--- config.mk ---
export PLATFORM = sky130hd
export DESIGN_NAME = slope_conv_ctrl
export DESIGN_NICKNAME = d
export VERILOG_FILES = /design/src/rtl/slope_conv_ctrl.sv
export SDC_FILE = /design/constraint.sdc
export NUM_CORES = 1
export LEC_CHECK = 0
export BUFFER_PORTS_ARGS = -buffer_cell sky130_fd_sc_hd__buf_2
export CORE_ASPECT_RATIO = 0.75
export CORE_MARGIN = 4
export CORE_UTILIZATION = 45
export CTS_BUF_LIST = sky130_fd_sc_hd__clkbuf_2 sky130_fd_sc_hd__clkbuf_4 sky130_fd_sc_hd__clkbuf_8
export DETAILED_ROUTE_END_ITERATION = 10
export GPL_ROUTABILITY_DRIVEN = 0
export PLACE_DENSITY = 0.66
export SLEW_MARGIN = 20
export SYNTH_ARGS = -nofsm -noshare
export SYNTH_HDL_FRONTEND = slang
export SYNTH_SLANG_ARGS = --single-unit
--- constraint.sdc ---
create_clock -name clk -period 1.9 [get_ports clk]
set_input_delay 0.285 -clock clk [delete_from_list [all_inputs] [get_ports clk]]
set_output_delay 0.285 -clock clk [all_outputs]
set_load 0.05 [all_outputs]
--- src/rtl/slope_conv_ctrl.sv ---
// slope_conv_ctrl
//   Sequencer for a single-slope ADC. After a start request the ramp DAC is
//   parked at code 0 for SETTLE_CYCLES, then stepped up by one code every
//   STEP_DIV clocks. A comparator edge (capture_en) freezes the current code
//   as the result. If the ramp tops out with no edge, the result is full
//   scale and flagged as over-range. Results are handed to the consumer
//   through a one-entry valid/ready output register. The FSM stalls in DONE
//   when that register is still occupied, so no result is ever dropped.
//
// Ports
//   clk, reset     : clock and synchronous active-high reset
//   start          : conversion request, looked at only in IDLE
//   continuous     : re-arm automatically after each result (sampled in DONE)
//   capture_en     : single-cycle comparator falling-edge pulse (RAMP only)
//   ramp_code      : DAC code
//   ramp_en        : high while ramping
//   busy           : high outside IDLE
//   sample_data    : result code
//   sample_over    : result is a timeout / full-scale result
//   sample_valid   : output register holds an unread result
//   sample_ready   : consumer accepts the result
module slope_conv_ctrl #(
  parameter int CODE_W        = 8,
  parameter int SETTLE_CYCLES = 16,
  parameter int STEP_DIV      = 1
) (
  input  logic              clk,
  input  logic              reset,
  input  logic              start,
  input  logic              continuous,
  input  logic              capture_en,
  output logic [CODE_W-1:0] ramp_code,
  output logic              ramp_en,
  output logic              busy,
  output logic [CODE_W-1:0] sample_data,
  output logic              sample_over,
  output logic              sample_valid,
  input  logic              sample_ready
);

  localparam int STEP_W = $clog2(STEP_DIV + 1);
  localparam int SET_W  = $clog2(SETTLE_CYCLES + 1);

  localparam logic [STEP_W-1:0] STEP_LAST = STEP_W'(STEP_DIV - 1);
  localparam logic [SET_W-1:0]  SET_LAST  = SET_W'(SETTLE_CYCLES - 1);
  localparam logic [CODE_W-1:0] CODE_MAX  = '1;

  localparam logic [1:0] S_IDLE   = 2'd0;
  localparam logic [1:0] S_SETTLE = 2'd1;
  localparam logic [1:0] S_RAMP   = 2'd2;
  localparam logic [1:0] S_DONE   = 2'd3;

  logic [1:0]        state;
  logic [SET_W-1:0]  settle_cnt;
  logic [STEP_W-1:0] step_cnt;
  logic [CODE_W-1:0] res_data;   // result waiting in DONE for the output register
  logic              res_over;

  logic step_last;
  logic at_max;
  logic load;

  assign step_last = (step_cnt == STEP_LAST);
  assign at_max    = (ramp_code == CODE_MAX);
  // The output register can take the result when it is empty, or when it is
  // being read in this same cycle.
  assign load      = (state == S_DONE) && (!sample_valid || sample_ready);

  assign ramp_en = (state == S_RAMP);
  assign busy    = (state != S_IDLE);

  // Conversion FSM
  always_ff @(posedge clk) begin
    if (reset) begin
      state      <= S_IDLE;
      settle_cnt <= '0;
      step_cnt   <= '0;
      ramp_code  <= '0;
      res_data   <= '0;
      res_over   <= 1'b0;
    end else begin
      case (state)
        S_IDLE: begin
          if (start) begin
            state      <= S_SETTLE;
            settle_cnt <= '0;
            ramp_code  <= '0;
          end
        end

        S_SETTLE: begin
          if (settle_cnt == SET_LAST) begin
            state      <= S_RAMP;
            settle_cnt <= '0;
            step_cnt   <= '0;
            ramp_code  <= '0;
          end else begin
            settle_cnt <= settle_cnt + 1'b1;
          end
        end

        S_RAMP: begin
          if (capture_en) begin
            // A comparator edge beats a coincident timeout: the edge really
            // happened at full scale, so it is not an over-range result.
            res_data <= ramp_code;
            res_over <= 1'b0;
            step_cnt <= '0;
            state    <= S_DONE;
          end else if (step_last) begin
            step_cnt <= '0;
            if (at_max) begin
              // Top of the ramp with no edge: report full scale, never wrap.
              res_data <= CODE_MAX;
              res_over <= 1'b1;
              state    <= S_DONE;
            end else begin
              ramp_code <= ramp_code + 1'b1;
            end
          end else begin
            step_cnt <= step_cnt + 1'b1;
          end
        end

        S_DONE: begin
          // ramp_code holds its final value while stalled here.
          if (load) begin
            ramp_code  <= '0;
            settle_cnt <= '0;
            state      <= continuous ? S_SETTLE : S_IDLE;
          end
        end

        default: state <= S_IDLE;
      endcase
    end
  end

  // One-entry output register
  always_ff @(posedge clk) begin
    if (reset) begin
      sample_data  <= '0;
      sample_over  <= 1'b0;
      sample_valid <= 1'b0;
    end else if (load) begin
      sample_data  <= res_data;
      sample_over  <= res_over;
      sample_valid <= 1'b1;
    end else if (sample_ready) begin
      sample_valid <= 1'b0;
    end
  end

endmodule

==> summary by stage, run 1 <==
Outcome
The flow ran to the end, and the final reports show no timing, DRC or antenna violations.

Synthesis
In the synthesized netlist, the cells that appear most often are 34 x sky130_fd_sc_hd__dfxtp_1, 29 x sky130_fd_sc_hd__nor2_1, 9 x sky130_fd_sc_hd__a21oi_1, 9 x sky130_fd_sc_hd__mux2i_1, 9 x sky130_fd_sc_hd__nor3_1. After synthesis the netlist holds a flip-flop and latch count of 34. The count of yosys warnings during synthesis is 0. By area the synthesized netlist is led by sky130_fd_sc_hd__dfxtp_1 44%, sky130_fd_sc_hd__nor2_1 7.1%, sky130_fd_sc_hd__mux2i_1 5.8%, sky130_fd_sc_hd__ha_1 5.7%, sky130_fd_sc_hd__a311oi_1 3.4%. sky130_fd_sc_hd__dfxtp_1 is the most common cell in the netlist.

The number of distinct library cells after synthesis is 37. The average cell area after synthesis is 8.91 um^2. The post-synthesis sequential area ratio is 44.2%. The number of flops mapped to enable cells by yosys is 0. The post-synth net total is 186. In the synthesized netlist the async set-or-reset flop fraction comes to 0%. The synthesized instance count is 173. The top flip-flop cell by instance count after synthesis is sky130_fd_sc_hd__dfxtp_1. The synthesized design devotes to its leading area cell type 44.2% of total area. The cell type with the largest total area after synthesis is sky130_fd_sc_hd__dfxtp_1. The summed instance area of the synthesized netlist is 1540 um^2.

Floorplan
The area of the core is 3290 um^2. The die is 58.7 um tall. The die is 75.6 um wide. The floorplan step defined a die boundary enclosing 4440 um^2.

The starting density of the core is about 47%. The top-level port count is 26. After floorplanning, the core was divided into 18 placement rows.

Placement
Buffers placed on the I/O ports in this run total 25. Summed over all nets, the half-perimeter wirelength after detailed placement is 2650 um. In this run the cell area measured after placement is 1780 um^2.

GRT
The initial antenna violation count was 0. The number of global-route vias before repair is between 1000 and 1500. The global routing met1 resource utilization is 24.9%.

The busiest layer in global routing is met2. Global routing used 27.4% of the available met2 tracks. Global routing used 18.1% of the available tracks.

The overall overflow remaining after global route is 0. In the global route stage, met3 resource usage came out at 4.10%. The first global-routing pass estimated 6090 um of wire. Entering global routing, the biggest net connects 35 pins.

Clock tree
The clock transition at the register clock pins on the worst setup and hold paths after CTS is approximately 70 ps. The maximum level of the CTS H-tree is 2. In this run, post-CTS hold repair placed 0 buffers. The insertion delay to the later sink of the worst-skew pair is 280 ps. The CTS tree is yes. The clock net in this run drives a total of 34 sinks. TritonCTS created 5 clock buffers. The clock tree root driver cell is sky130_fd_sc_hd__clkbuf_8. The deepest clock path buffer count is 2.

Power
The internal power of the cells totals 0.00145 W. The share of power burned in registers is 36.5%. Net switching is 36.9% of the power. The net switching power figure is roughly 0.00084 W. For this design the static power due to leakage is 0.912 nW. Power comes to 0.00229 W.

The power per cell area is 1180 nW/um^2. VDD sags by at most ~0.00067 V. The portion of total power attributed to the clock network is 24.1%. The fraction of power consumed by combinational cells is 39.4%.

Setup path
In this run the worst path has a maximum fanout of 5. The cell with the biggest individual delay on the critical path is sky130_fd_sc_hd__or4_4. The delay of the slowest cell on the worst path is between 500 and 600 ps. The worst register-to-register path has a setup slack of slightly above 60 ps.

The number of cells traversed by the worst register-to-register path is 5. STA classifies the critical path startpoint as a flop. The critical path is of the flop to flop type. The worst setup path is captured at a flop. Traced cell by cell, the critical path runs through ha_2, and3b_2, a211o_1, or4_4, a21oi_2. The worst endpoint required time is 2110 ps.

The worst path arrival time is 2050 ps.

STA
Clock skew on the completed layout was measured at 2.27 ps. The final period utilization is 96.8%. The actual slew at the worst max-slew pin is 609 ps. The number of slew-limit violations in the final report is 0. Setup violations remaining at the end of the flow were counted as 0. For this run, the top clock speed supported by timing is 544 MHz. The time the final worst path needs with I/O delays and setup is ~1800 ps. The count of endpoints failing hold in the final timing report came to 0. In this run the tightest slew margin relative to its limit is 59.4%.

Routing
The number of DRC violations after detailed routing is 0. The detail route stage leaves a number of antenna-violating nets equal to 0. In the final routed layout, each cell accounts on average for 14.5 um. The DRC violation total after the first TritonRoute iteration is 124.

The detailed-routing iteration count for the pre-antenna-repair pass is 4. The number of vias per cell is 5.54. After detailed routing, the total wire length is ~3700 um. For this block, the via count after detailed routing is 1396.

Finish
The post-route standard cell area excluding fillers is 1940 um^2. The final net count is 224. The area used by sequential logic in the layout is 688 um^2. Cells fill about three fifths of the core in the end.

Fill cells in the final layout number approximately 300. The total inserted antenna cells is 0. The fraction of layout cells with a size suffix above 1 is between 30% and 40%. Summing all multi-input logic gate instances after layout gives 853 um^2.

The area added between synthesis and finish is 26.1%.

Hold path
The type of the tightest min-delay check is input port to flop. The number of cells traversed by the worst hold path is 4.

Job
The reported max-cap violation count is 0.
==> repair_timing <==
| item | CTS | global route |
|---|---|---|
| resized for setup | 1 | 13 |
| pin swaps | 0 | 1 |
| endpoints found under the setup margin | 1 | 7 |
| cloned | 0 | 0 |
| setup buffers | 0 | 2 |
==> final cells by class <==
cell class	count	area share, %
clock buffers	6	4.25
well taps	40	2.58
flip-flops and latches	34	35.4
repair buffers	40	12.2
multi-input cells	125	43.9
inverters	5	0.966
clock inverters	2	0.644
==> stage by stage <==
stage / TNS, ps / cells / hold slack (ps) / setup slack [ps]
after detailed placement: -8.42 / 242 / 451 / -8.42
final: 0 / 252 / 305 / 60.4
after global placement: 0 / 242 / 455 / 100
after CTS: 0 / 250 / 310 / 3.51
after floorplan: -38.0 / 173 / 422 / -38.0
after global routing: -6.24 / 252 / 383 / -6.16
==> power by group through the flow <==
stage	logic [W]	registers [W]	clock network, W
floorplan	0.000540	0.000843	0
global placement	0.000807	0.000831	0
detailed placement	0.000828	0.000841	0
CTS	0.000834	0.000826	0.000565
global route	0.00100	0.000845	0.000586
finish	0.000902	0.000835	0.000552
==> sequential cells by signal, indices dropped and copies added, names as in the netlist <==
name and count:
state 2, settle_cnt 5, res_over 1, sample_over 1
res_data 8, ramp_code 8, sample_valid 1, sample_data 8
==> routing by layer <==
layer  vias up  share of wire, %
li1        698                 -
met1       653                47
met2        37                46
met3         8               5.4
met4         0               1.6
met5         -                 0
==> cells by family (layout without fill, tap and decap cells) <==
logic type / count (synthesis) / count (layout) / synth area share (%)
simple gates: 75 / 75 / 25.5
compound gates: 34 / 34 / 15.3
flops: 34 / 34 / 44.2
buf+inv: 14 / 53 / 3.49
mux: 9 / 9 / 5.84
fa+ha+maj: 7 / 7 / 5.68
==> worst paths after layout <==
kind	start	end
min	sample_ready	sample_valid
max	state[0]	state[0]
max reg2reg	state[0]	state[0]
min reg2reg	settle_cnt[4]	settle_cnt[4]
==> layout by cell type (no fill, tap or decap), types with 2 or more instances in the layout <==
cell and n:
sky130_fd_sc_hd__mux2i_1 9, sky130_fd_sc_hd__nand4b_1 3, sky130_fd_sc_hd__inv_1 4, sky130_fd_sc_hd__a21oi_1 7, sky130_fd_sc_hd__a31oi_1 5, sky130_fd_sc_hd__nand2b_1 7, sky130_fd_sc_hd__and4_1 3, sky130_fd_sc_hd__nor3_1 9
sky130_fd_sc_hd__ha_2 2, sky130_fd_sc_hd__a311oi_1 6, sky130_fd_sc_hd__nand2_1 7, sky130_fd_sc_hd__dfxtp_1 30, sky130_fd_sc_hd__ha_1 5, sky130_fd_sc_hd__buf_2 25, sky130_fd_sc_hd__nand3b_1 2, sky130_fd_sc_hd__nand3_1 4
sky130_fd_sc_hd__buf_4 15, sky130_fd_sc_hd__nor2_1 29, sky130_fd_sc_hd__clkbuf_8 6, sky130_fd_sc_hd__o21ai_0 4, sky130_fd_sc_hd__dfxtp_2 3
==> critical path, delay by kind of cell, from the launching register on <==
family	cells	cell delay [ps]
AO/OA/AOI/OAI	2	450
adder cells (fa/ha/maj)	1	200
flip-flops	1	360
AND/OR/NAND/NOR	2	750
(Power assumes the default switching activity.)
==> run 2: changes to the inputs <==
Settings changed: CORE_UTILIZATION 45 to 57, PLACE_DENSITY 0.66 to 0.81.
==> summary by stage, run 2 (same netlist as run 1, synthesis figures left out) <==
Finish
The area added between synthesis and finish is 20.3%. The total inserted antenna cells is 0 (unchanged). The final net count is 223 (-0.45%). The area used by sequential logic in the layout is 688 um^2 (unchanged). The area used by multi-input combinational logic is 825 um^2 (-3.4%). The fraction of layout cells with a size suffix above 1 is 28.6% (-2.1 points). The library cells used most frequently in the layout, excluding fill and tap cells, are 30 x sky130_fd_sc_hd__dfxtp_1, 29 x sky130_fd_sc_hd__nor2_1, 25 x sky130_fd_sc_hd__buf_2, 14 x sky130_fd_sc_hd__buf_4. The number of fill cells is 201 (-33%). The post-route standard cell area excluding fillers came to 1850 um^2 (-4.6%). In the final layout, the registers with the most flip-flops are ramp_code x8, res_data x8, sample_data x8. Leaving out fill and tap cells, the most frequent cell in the layout is sky130_fd_sc_hd__dfxtp_1.

STA
The worst clock skew is 6.90 ps (+4.64 ps). The final period utilization is 98.3% (+1.5 points). The aggregate negative setup slack came to 0 ps (unchanged). The actual slew at the worst max-slew pin is 609 ps (+0.297 ps). The upper clock frequency limit is 535 MHz (-1.5%). The number of slew-limit violations in the final report came to 0 (unchanged).

The number of setup violations in the final report came to 0 (unchanged). The time the final worst path needs with I/O delays and setup is 1870 ps (+28.1 ps). The count of endpoints failing hold in the final timing report is 0 (unchanged). The worst slew margin relative to its limit is 59.4% (about the same).

Setup path
The slowest stage of the critical path belongs to the cell sky130_fd_sc_hd__or4_1. The critical path buffer and inverter count is 1 (+1). The critical path goes through inv_1, ha_1, nor2b_1, a211o_1, or4_1, a21oi_1.

The worst path arrival time was 2130 ps (+80 ps). The worst setup path is launched from a flop. The delay of the slowest cell on the worst path is 510 ps (-20 ps). The register-to-register setup slack is 30 ps (-30 ps). The class of the most critical setup path is flop to flop.

The maximum fanout count along the critical path came to 5 (unchanged). The kind of cell adding the most delay to the critical path is simple AND/OR/NAND/NOR gates. The worst setup path is captured at a flop. The worst endpoint required time was 2160 ps (+50 ps).

Job
The reported max-cap violation count is 0 (unchanged).

Clock tree
The deepest clock path buffer count is 2 (unchanged). The number of buffers inserted during clock tree synthesis is 5 (unchanged). The insertion delay to the later sink of the worst-skew pair came to 330 ps (+50 ps). The TritonCTS sink count is 34 (unchanged). The clock transition at the register clock pins on the worst setup and hold paths after CTS is 100 ps (+30 ps). TritonCTS built the clock tree. The post-cts hold buffer count is 0 (unchanged). The maximum level of the CTS H-tree came to 2 (unchanged). The clock tree root driver cell is sky130_fd_sc_hd__clkbuf_4.

Routing
The detailed-routing iteration count for the pre-antenna-repair pass is 4 (unchanged). The total number of vias is 1423 (+1.9%). The wire length per cell came to 15.2 um (+4.8%). The DRC violation total after the first TritonRoute iteration is 114 (-8.1%).

The number of DRC violations after detailed routing is 0 (unchanged). The total routed wirelength is 3740 um (+2.3%). The number of vias per cell is 5.78 (+4.4%). The post-detailed-route count of antenna-violating nets came to 0 (unchanged).

Placement
The post-placement cell area is 1770 um^2 (-0.70%). The placed wire-length estimate is 2680 um (+0.97%). The number of port buffers is 25 (unchanged).

Floorplan
The total number of placement rows came to 16 (-2). The total die area is 3610 um^2 (-19%). The area of the core came to 2600 um^2 (-21%). The top-level port count is 26 (unchanged). The horizontal extent of the die is 68.1 um (-10%). The overall die height was 53.0 um (-9.6%). The starting density of the core came to 59.2% (+12 points).

Power
The power per cell area is 1120 nW/um^2 (-5.4%). The static leakage is 0.866 nW (-5.0%). The switching fraction of total power came to 39.7% (+2.8 points). The fraction of power consumed by combinational cells came to 42.2% (+2.8 points). The share of power burned in registers is 40.2% (+3.7 points). The portion of total power attributed to the clock network was 17.6% (-6.5 points). The overall power consumption is 0.00207 W (-9.7%).

The peak supply drop is 0.000901 V (+35%). The net switching power figure was 0.000821 W (-2.8%). The cell-internal power is 0.00125 W (-14%).

GRT
The initial antenna violation count is 0 (unchanged). The all-layer global routing usage is 22.6% (+4.5 points). The number of global-route vias before repair is 1344 (+3.9%).

The global-route wire length before repair is 6000 um (-1.3%). The maximum number of pins on one net before global-route repair is 35 (unchanged). The overall overflow remaining after global route was 0 (unchanged).

Hold path
The path class of the tightest hold or removal check is input port to flop.

Outcome
The flow ran to the end, and the final reports show no timing, DRC or antenna violations.
run 2: worst reg2reg max path, stage by stage, from the launching register on:
cell	delay, ps
sky130_fd_sc_hd__dfxtp_4	390
sky130_fd_sc_hd__inv_1	80
sky130_fd_sc_hd__ha_1	200
sky130_fd_sc_hd__nor2b_1	180
sky130_fd_sc_hd__a211o_1	290
sky130_fd_sc_hd__or4_1	510
sky130_fd_sc_hd__a21oi_1	140
run 2: layout make-up:
cell class              count  area share (%)
clock buffers               5            2.02
repair buffers             39            12.4
clock inverters             2           0.540
multi-input cells         125            44.5
inverters                   5            1.01
well taps                  36            2.43
flip-flops and latches     34            37.1
run 2: through the flow:
step,utilization [%],setup slack (ps),cells,hold WS (ps)
finish,71.3,32.3,246,234
global route,71.3,-16.0,246,266
floorplan,-,-38.0,173,422
global placement,68.1,68.4,237,434
detailed placement,68.1,-72.3,237,457
CTS,70.5,5.72,245,236
run 2: final timing paths:
path,from,cells past startpoint,endpoint
hold reg to reg,settle_cnt[4],2,settle_cnt[4]
hold / removal,sample_ready,4,sample_valid
setup reg to reg,state[1],6,state[0]
setup / recovery,state[1],6,state[0]
run 2: repair_timing:
action / 4_1_cts / 5_1_grt
gates resized for setup: 3 / 5
endpoints found under the setup margin: 2 / 4
cloned: 0 / 0
buffers inserted: 1 / 1
pin swaps: 1 / 1
run 2: power groups by stage:
stage               clock network [W]  registers, W  logic, W
detailed placement                  0      0.000843  0.000809
floorplan                           0      0.000843  0.000540
global placement                    0      0.000832  0.000769
CTS                          0.000368      0.000830  0.000837
global route                 0.000398      0.000838  0.000946
finish                       0.000364      0.000832  0.000872
run 2: metal layers:
layer | track usage [%] | vias to the layer above | wire (um)
met5 | 0 | - | 0
li1 | - | 692 | -
met3 | 5.52 | 6 | 246
met4 | 9.57 | 0 | 36
met1 | 27.6 | 667 | 1610
met2 | 37.6 | 58 | 1850
